===== src/rtl/mem_port_arbiter.sv =====
// Two-requester arbiter for a single memory port.
// Round-robin ties, optional locked bursts, one-cycle read return.
module mem_port_arbiter #(
  parameter int ADDR_W    = 11,
  parameter int DATA_W    = 32,
  parameter int MAX_BURST = 4
) (
  input  logic              clk,
  input  logic              rst,
  input  logic              req0,
  input  logic              req1,
  input  logic              we0,
  input  logic              we1,
  input  logic [ADDR_W-1:0] addr0,
  input  logic [ADDR_W-1:0] addr1,
  input  logic [DATA_W-1:0] wdata0,
  input  logic [DATA_W-1:0] wdata1,
  input  logic              lock0,
  input  logic              lock1,
  output logic              gnt0,
  output logic              gnt1,
  output logic              rvalid0,
  output logic              rvalid1,
  output logic [DATA_W-1:0] rdata0,
  output logic [DATA_W-1:0] rdata1,
  output logic              mem_wren,
  output logic [ADDR_W-1:0] mem_addr,
  output logic [DATA_W-1:0] mem_data,
  input  logic [DATA_W-1:0] mem_q
);

  typedef enum logic [1:0] {
    IDLE = 2'd0,
    OWN0 = 2'd1,
    OWN1 = 2'd2
  } state_e;

  localparam logic [3:0] BURST    = 4'(MAX_BURST);
  localparam logic       CAN_LOCK = (MAX_BURST > 1);

  state_e              state_q, state_d;
  logic [3:0]          beat_cnt_q, beat_cnt_d;
  logic                last_winner_q, last_winner_d;
  logic                rvalid0_q, rvalid0_d;
  logic                rvalid1_q, rvalid1_d;
  logic [ADDR_W-1:0]   mem_addr_q, mem_addr_d;
  logic [DATA_W-1:0]   mem_data_q, mem_data_d;
  logic [3:0]          beat_inc;

  // Grant selection: owner-only in OWNn, round-robin on ties in IDLE
  always_comb begin
    gnt0 = 1'b0;
    gnt1 = 1'b0;
    if (!rst) begin
      unique case (state_q)
        IDLE: begin
          if (req0 && req1) begin
            gnt0 = last_winner_q;
            gnt1 = !last_winner_q;
          end else begin
            gnt0 = req0;
            gnt1 = req1;
          end
        end
        OWN0: gnt0 = req0;
        OWN1: gnt1 = req1;
        default: ;
      endcase
    end
  end

  always_comb begin
    mem_wren = (gnt0 && we0) || (gnt1 && we1);
    mem_addr = mem_addr_q;
    mem_data = mem_data_q;
    if (gnt0) begin
      mem_addr = addr0;
      mem_data = wdata0;
    end else if (gnt1) begin
      mem_addr = addr1;
      mem_data = wdata1;
    end
  end

  assign beat_inc = beat_cnt_q + 4'd1;

  always_comb begin
    state_d       = state_q;
    beat_cnt_d    = beat_cnt_q;
    last_winner_d = last_winner_q;
    if (gnt0) last_winner_d = 1'b0;
    if (gnt1) last_winner_d = 1'b1;
    unique case (state_q)
      IDLE: begin
        beat_cnt_d = 4'd0;
        if (gnt0 && lock0 && CAN_LOCK) begin
          state_d    = OWN0;
          beat_cnt_d = 4'd1;
        end else if (gnt1 && lock1 && CAN_LOCK) begin
          state_d    = OWN1;
          beat_cnt_d = 4'd1;
        end
      end
      OWN0: begin
        if (gnt0) begin
          if (!lock0 || beat_inc >= BURST) begin
            state_d    = IDLE;
            beat_cnt_d = 4'd0;
          end else begin
            beat_cnt_d = beat_inc;
          end
        end else if (!lock0) begin
          state_d    = IDLE;
          beat_cnt_d = 4'd0;
        end
      end
      OWN1: begin
        if (gnt1) begin
          if (!lock1 || beat_inc >= BURST) begin
            state_d    = IDLE;
            beat_cnt_d = 4'd0;
          end else begin
            beat_cnt_d = beat_inc;
          end
        end else if (!lock1) begin
          state_d    = IDLE;
          beat_cnt_d = 4'd0;
        end
      end
      default: begin
        state_d    = IDLE;
        beat_cnt_d = 4'd0;
      end
    endcase
  end

  always_comb begin
    rvalid0_d  = gnt0 && !we0;
    rvalid1_d  = gnt1 && !we1;
    mem_addr_d = mem_addr;
    mem_data_d = mem_data;
    if (rst) begin
      mem_addr_d = '0;
      mem_data_d = '0;
    end
  end

  always_ff @(posedge clk) begin
    if (rst) begin
      state_q       <= IDLE;
      beat_cnt_q    <= 4'd0;
      last_winner_q <= 1'b1;
      rvalid0_q     <= 1'b0;
      rvalid1_q     <= 1'b0;
    end else begin
      state_q       <= state_d;
      beat_cnt_q    <= beat_cnt_d;
      last_winner_q <= last_winner_d;
      rvalid0_q     <= rvalid0_d;
      rvalid1_q     <= rvalid1_d;
    end
    mem_addr_q <= mem_addr_d;
    mem_data_q <= mem_data_d;
  end

  // Masking with rst drops a read whose return lands in the reset cycle
  assign rvalid0 = rvalid0_q && !rst;
  assign rvalid1 = rvalid1_q && !rst;
  assign rdata0  = mem_q;
  assign rdata1  = mem_q;

endmodule


===== config.mk =====
export PLATFORM = sky130hd
export DESIGN_NAME = mem_port_arbiter
export DESIGN_NICKNAME = d
export VERILOG_FILES = /design/src/rtl/mem_port_arbiter.sv
export SDC_FILE = /design/constraint.sdc
export NUM_CORES = 1
export LEC_CHECK = 0
export CAP_MARGIN = 30
export CORE_MARGIN = 5
export CORE_UTILIZATION = 31
export CTS_CLUSTER_DIAMETER = 100
export DETAILED_ROUTE_END_ITERATION = 10
export PLACE_DENSITY = 0.75
export SLEW_MARGIN = 10
export SYNTH_ARGS = -nofsm -noshare
export SYNTH_HDL_FRONTEND = slang
export SYNTH_SLANG_ARGS = --single-unit

===== constraint.sdc =====
create_clock -name clk -period 1.9 [get_ports clk]
set_input_delay 0.475 -clock clk [delete_from_list [all_inputs] [get_ports clk]]
set_output_delay 0.475 -clock clk [all_outputs]
set_load 0.05 [all_outputs]

### Word level (Yosys, flattened, before mapping)

Cells that the tools add are included.

| storage, ports and cells | value |
|---|---|
| logic and storage cells | 66 |
| bits of input ports | 126 |
| register bits | 52 |
| output and inout port bits | 112 |

| operators by class | value |
|---|---|
| muxes and demuxes | 28 |
| reduce and logical (&&, ||, !) cells | 22 |
| $add $sub $neg | 1 |
| equal/unequal tests | 7 |
| magnitude comparators | 1 |

Operators by type and width:

| cell | count |
|---|---|
| $mux W32 | 2 |
| $mux W4 | 6 |
| $mux W11 | 2 |
| $mux W2 | 8 |
| $ne A3 B3 Y1 const B | 5 |
| $pmux W4 S3 | 1 |
| $logic_and A1 B1 Y1 | 9 |
| $logic_not A1 Y1 | 6 |
| $mux W1 | 6 |
| $pmux W2 S3 | 1 |
| $reduce_and A5 Y1 | 1 |
| $add A4 B1 Y4 const B | 1 |
| $ge A4 B3 Y1 const B | 1 |
| $pmux W1 S2 | 2 |
| $logic_or A1 B1 Y1 | 3 |
| $eq A2 B1 Y1 const B | 1 |
| $eq A2 B2 Y1 const B | 1 |
| $logic_not A2 Y1 | 1 |
| $reduce_and A2 Y1 | 1 |
| $reduce_or A2 Y1 | 1 |

### Longest topological paths before layout

| depth | value |
|---|---|
| depth after elaboration | 8 |
| depth in mapped cells | 7 |
| depth with buffers taken out | 5 |

### Worst setup path after synthesis

Ideal clock, no wire load.

| timing | value |
|---|---|
| path type | input port to output port |
| from | input port rst |
| to | output port mem_addr[10] |
| data required time | 1.425 ns |
| cell stages on the path | 6 |
| path buffers | 3 |
| arrival | 2.130 ns |
| setup slack | -0.705 ns |
| path through | buf_2 > nor3b_2 > o21ai_4 > buf_2 > clkbuf_1 > a21oi_1 |

| between the ends | value |
|---|---|
| cells in the longest elaborated chain, start to end | 3 |
| elaborated cells between the ends (all ways) | 4 |
| those cells by class | mux (4) |

RTL lines:

| item | line | text |
|---|---|---|
| from (decl) | 9 | `input logic rst,` |
| $mux W1 | 54 | `if (!rst) begin` |
| $mux W11 | 79 | `end else if (gnt1) begin` |
| $mux W11 (*) | 76 | `if (gnt0) begin` |
| to (decl) | 27 | `output logic [ADDR_W-1:0] mem_addr,` |

Mark *: on every way between the ends. The rest lies on a longest branch, timed or not.

### Final worst setup path

| timing | value |
|---|---|
| from | register state_q[0] |
| to | output port mem_data[24] |

| between the ends | value |
|---|---|
| cells in the longest elaborated chain, start to end | 5 |
| elaborated cells between the ends (all ways) | 9 |
| those cells by class | eq/ne (2); mux (6); reduce/logical (1) |

RTL lines:

| item | line | text |
|---|---|---|
| from (decl) | 41 | `state_e state_q, state_d;` |
| from (signal assigned) | 156 | `state_q <= state_d;` |
| $eq A2 B2 Y1 / $logic_not A2 Y1 (equally long branches) | 55 | `unique case (state_q)` |
| $pmux W1 S2 | 55 |  |
| $mux W1 | 54 |  |
| $mux W32 | 79 |  |
| $mux W32 (*) | 76 |  |
| to (decl) | 28 | `output logic [DATA_W-1:0] mem_data,` |

Marks and branches as above.

==> reports/qor.csv <==
stage,metric,value,unit
clock_tree,cts_tree,built,
die,io_pins,238,
power_and_ir_drop,pwr-share-seq,28.3,%
power_and_ir_drop,p_clk_share,15.4,%
sta,fin_ws,-473,ps
worst_setup_path,reg2reg_depth,8,
cells_and_area,diodes,0,
sta,post-route-min-period,2370,ps
power_and_ir_drop,sw_frac_of_total,37.0,%
cells_and_area,layout.nets,647,
yosys,synth_cells,362,
power_and_ir_drop,leakagePower,2.51,nW
worst_setup_path,r2r_start,state_q[0]$_SDFFE_PP0P_,
status,outcome,"finished, violations left",
cells_and_area,drive_above_1_share,53.2,%
drt,avgViaCountPerCell,4.94,
yosys,synth_area_leaders,"dfxtp_1 33%, buf_4 16%, mux2i_1 14%, a211oi_1 10%, a21oi_1 7.2%",
worst_setup_path,r2r_slack,50,ps
yosys,synth_edf_count,0,
sta,rsz0062_at_grt,yes,
drt,antenna_left,0,
yosys,synth_top_cell_by_area,dfxtp_1,
worst_hold_path,hold_path_class,reg2reg,
clock_tree,htree_levels,2,
power_and_ir_drop,netSwitchingPower,1.63,mW
clock_tree,clock_path_buffers,2,
drt,wire_per_inst,18.5,um
place,gp_congestion,0.852,
sta,skew,11.4,ps
global_routing,grt_antenna_before_repair,0,
clock_tree,worstSkewPairLatency,310,ps
yosys,synth_ff_type,dfxtp_1,
sta,tightest_slew,337,ps
worst_hold_path,min_from,beat_cnt_q[2]$_SDFFE_PP0P_,
power_and_ir_drop,p_int,2.79,mW
power_and_ir_drop,comb_power_share,56.3,%
global_routing,track_usage,18.3,%
power_and_ir_drop,ir_drop,0.384,mV
yosys,syn-mean-instance-area,8.70,sq um
die,die_w,111,um
die,start_util,32.1,%
cells_and_area,area_delta_synth_final,115,%
place,dpl-instance-area,5950,sq um
yosys,yosysUniqueCellTypes,38,
place,hpwl,8.42,mm
drt,first_pass_iters,4,
drt,post-route-drc-count,0,
drt,drt_wl_total,12.1,mm
sta,drv_slew,0,
die,core,9820,sq um
yosys,yosysSeqAreaShare,33.1,%
worst_setup_path,crit_required,1420,ps
worst_setup_path,path_max_fanout,6,
die,die_y,111,um
yosys,ys_ff_latch,52,
worst_setup_path,critPathLaunch,state_q[0]$_SDFFE_PP0P_,
clock_tree,cts_buffers,5,
sta,timing.setup.tns,-18890,ps
place,port_buffers,141,
sta,hold_slack,503,ps
worst_setup_path,crit_path_end_kind,output pin,
drt,first_iter_violations,91,
sta,final_hold_viol_count,0,
global_routing,grt_pass1_vias,3481,
die,die_area,12300,sq um
sta,period_share,125,%
clock_tree,clock-sinks,52,
global_routing,grt_max_degree,43,
clock_tree,cts-root-buf,clkbuf_8,
die,row_count,36,
flow_run,max_cap_viol_count,0,
status,violations,negative setup slack,
drt,vias,3230,
yosys,synth_fp_nets,489,
sta,timing.slew.headroom,77.6,%
global_routing,grt_pass1_wl,18.5,mm
global_routing,gr-total-overflow,0,
clock_tree,clk_pin_slew,90,ps
yosys,synth_area,3150,sq um
sta,fmax,421,MHz
worst_setup_path,critPathKind,reg2out,
yosys,yosysWarnings,0,
worst_setup_path,reg2reg_to,state_q[0]$_SDFFE_PP0P_,
cells_and_area,fin_area,6760,sq um
yosys,synth_top_area_share,33.1,%
yosys,async_flop_share,0,%
worst_setup_path,critPathLaunchType,register,
sta,finalSetupViolations,46,
cells_and_area,fin_util,68.8,%
worst_setup_path,arrival,1900,ps
worst_setup_path,cp-endpoint,mem_data[24],
power_and_ir_drop,powerDensity,654,nW/um^2
cells in the mapped netlist (2+ instances only):
cell       n
buf_4     68
dfxtp_1   52
nor2_1    47
a21oi_1   45
a211oi_1  43
mux2i_1   43
clkbuf_1   9
buf_2      7
buf_1      5
nor2b_1    4
nand2_1    3
nand2b_1   3
nand3b_1   3
a22o_1     2
a311oi_1   2
and2_1     2
inv_2      2
nor3b_2    2
cells by family after synthesis:
logic type               count (synthesis)  synth area share, %
AO/OA/AOI/OAI                          102                 21.7
adder cells (fa/ha/maj)                  1                0.397
buffers and inverters                   93                 19.7
flip-flops                              52                 33.1
multiplexers                            43                 13.7
AND/OR/NAND/NOR                         71                 11.5
repair_timing:
item / 4_1_cts / 5_1_grt
pin swaps: 2 / 8
cloned: 2 / 4
setup buffers: 1 / 8
gates resized for setup: 50 / 44
endpoints found under the hold margin: 0 / 0
hold buffers: 0 / 0
endpoints found under the setup margin: 60 / 48
worst min-delay path by stage:
stage,to,slack (ps),depth (start not counted)
2_1_floorplan,beat_cnt_q[2]$_SDFFE_PP0P_,450,1
3_3_place_gp,beat_cnt_q[2]$_SDFFE_PP0P_,480,1
3_5_place_dp,beat_cnt_q[2]$_SDFFE_PP0P_,490,1
4_1_cts,beat_cnt_q[2]$_SDFFE_PP0P_,500,1
5_1_grt,beat_cnt_q[2]$_SDFFE_PP0P_,510,1
6_report,beat_cnt_q[2]$_SDFFE_PP0P_,500,1
power groups by stage:
| stage | combinational (mW) | clock, mW | sequential [mW] |
|---|---|---|---|
| 2_1_floorplan | 1.54 | 0 | 1.24 |
| 3_3_place_gp | 2.23 | 0 | 1.24 |
| 3_5_place_dp | 2.26 | 0 | 1.25 |
| 4_1_cts | 2.38 | 0.699 | 1.24 |
| 5_1_grt | 2.58 | 0.746 | 1.26 |
| 6_report | 2.49 | 0.682 | 1.25 |
area by class of cell:
class                      count  area [sq um]
tap                          133           166
inverter                       3          26.3
clock buffer                   6          82.6
multi-input combinational    217          2560
sequential                    52          1050
fill                         715          3060
timing repair buffer         241          2860
clock inverter                 2          10.0
through the flow:
stage	worst slack, ps	total power [mW]	instances
6_report	-473	4.42	654
5_1_grt	-550	4.59	654
4_1_cts	-495	4.32	643
3_5_place_dp	-743	3.51	632
3_3_place_gp	-711	3.47	632
2_1_floorplan	-241	2.78	362
metal layers:
layer	GRT usage [%]	wire (um)	part of all wire (%)	vias to the layer above
met2	34.5	6630	55	104
met1	19.5	4490	37	1538
met4	6.16	276	2.3	0
li1	-	-	-	1554
met3	5.13	686	5.7	34
met5	0	0	0	-
worst max-delay path: stages, from the launching register on:
cell,delay [ps]
dfxtp_4,370
nor3b_4,280
nand2_8,120
buf_12,160
buf_16,150
mux2i_2,250
a21oi_4,100
buf_12,160
placed cells by master (no fill, tap or decap), types with 2 or more instances in the layout:
| master | instances |
|---|---|
| clkdlybuf4s50_1 | 90 |
| buf_4 | 81 |
| buf_12 | 50 |
| dfxtp_1 | 49 |
| a21oi_4 | 43 |
| a211oi_1 | 43 |
| mux2i_4 | 37 |
| nor2_1 | 31 |
| nor2_2 | 11 |
| buf_6 | 7 |
| mux2i_2 | 6 |
| clkbuf_8 | 6 |
| nor2_4 | 5 |
| buf_16 | 5 |
| clkbuf_16 | 4 |
| nand3b_1 | 3 |
| nand2_1 | 3 |
| nand2b_1 | 3 |
| nor3b_4 | 2 |
| nor2b_2 | 2 |
| nor2b_1 | 2 |
| a21oi_1 | 2 |
| and2_1 | 2 |
| clkinv_2 | 2 |
| clkbuf_2 | 2 |
| dfxtp_4 | 2 |
sequential cells by signal (all words and copies together), names as in the netlist:
signal and cells:
rvalid0_q 1, last_winner_q 1, mem_data_q 32, state_q 2, beat_cnt_q 4, mem_addr_q 11, rvalid1_q 1
No activity file was read; power rests on OpenSTA's default activity.
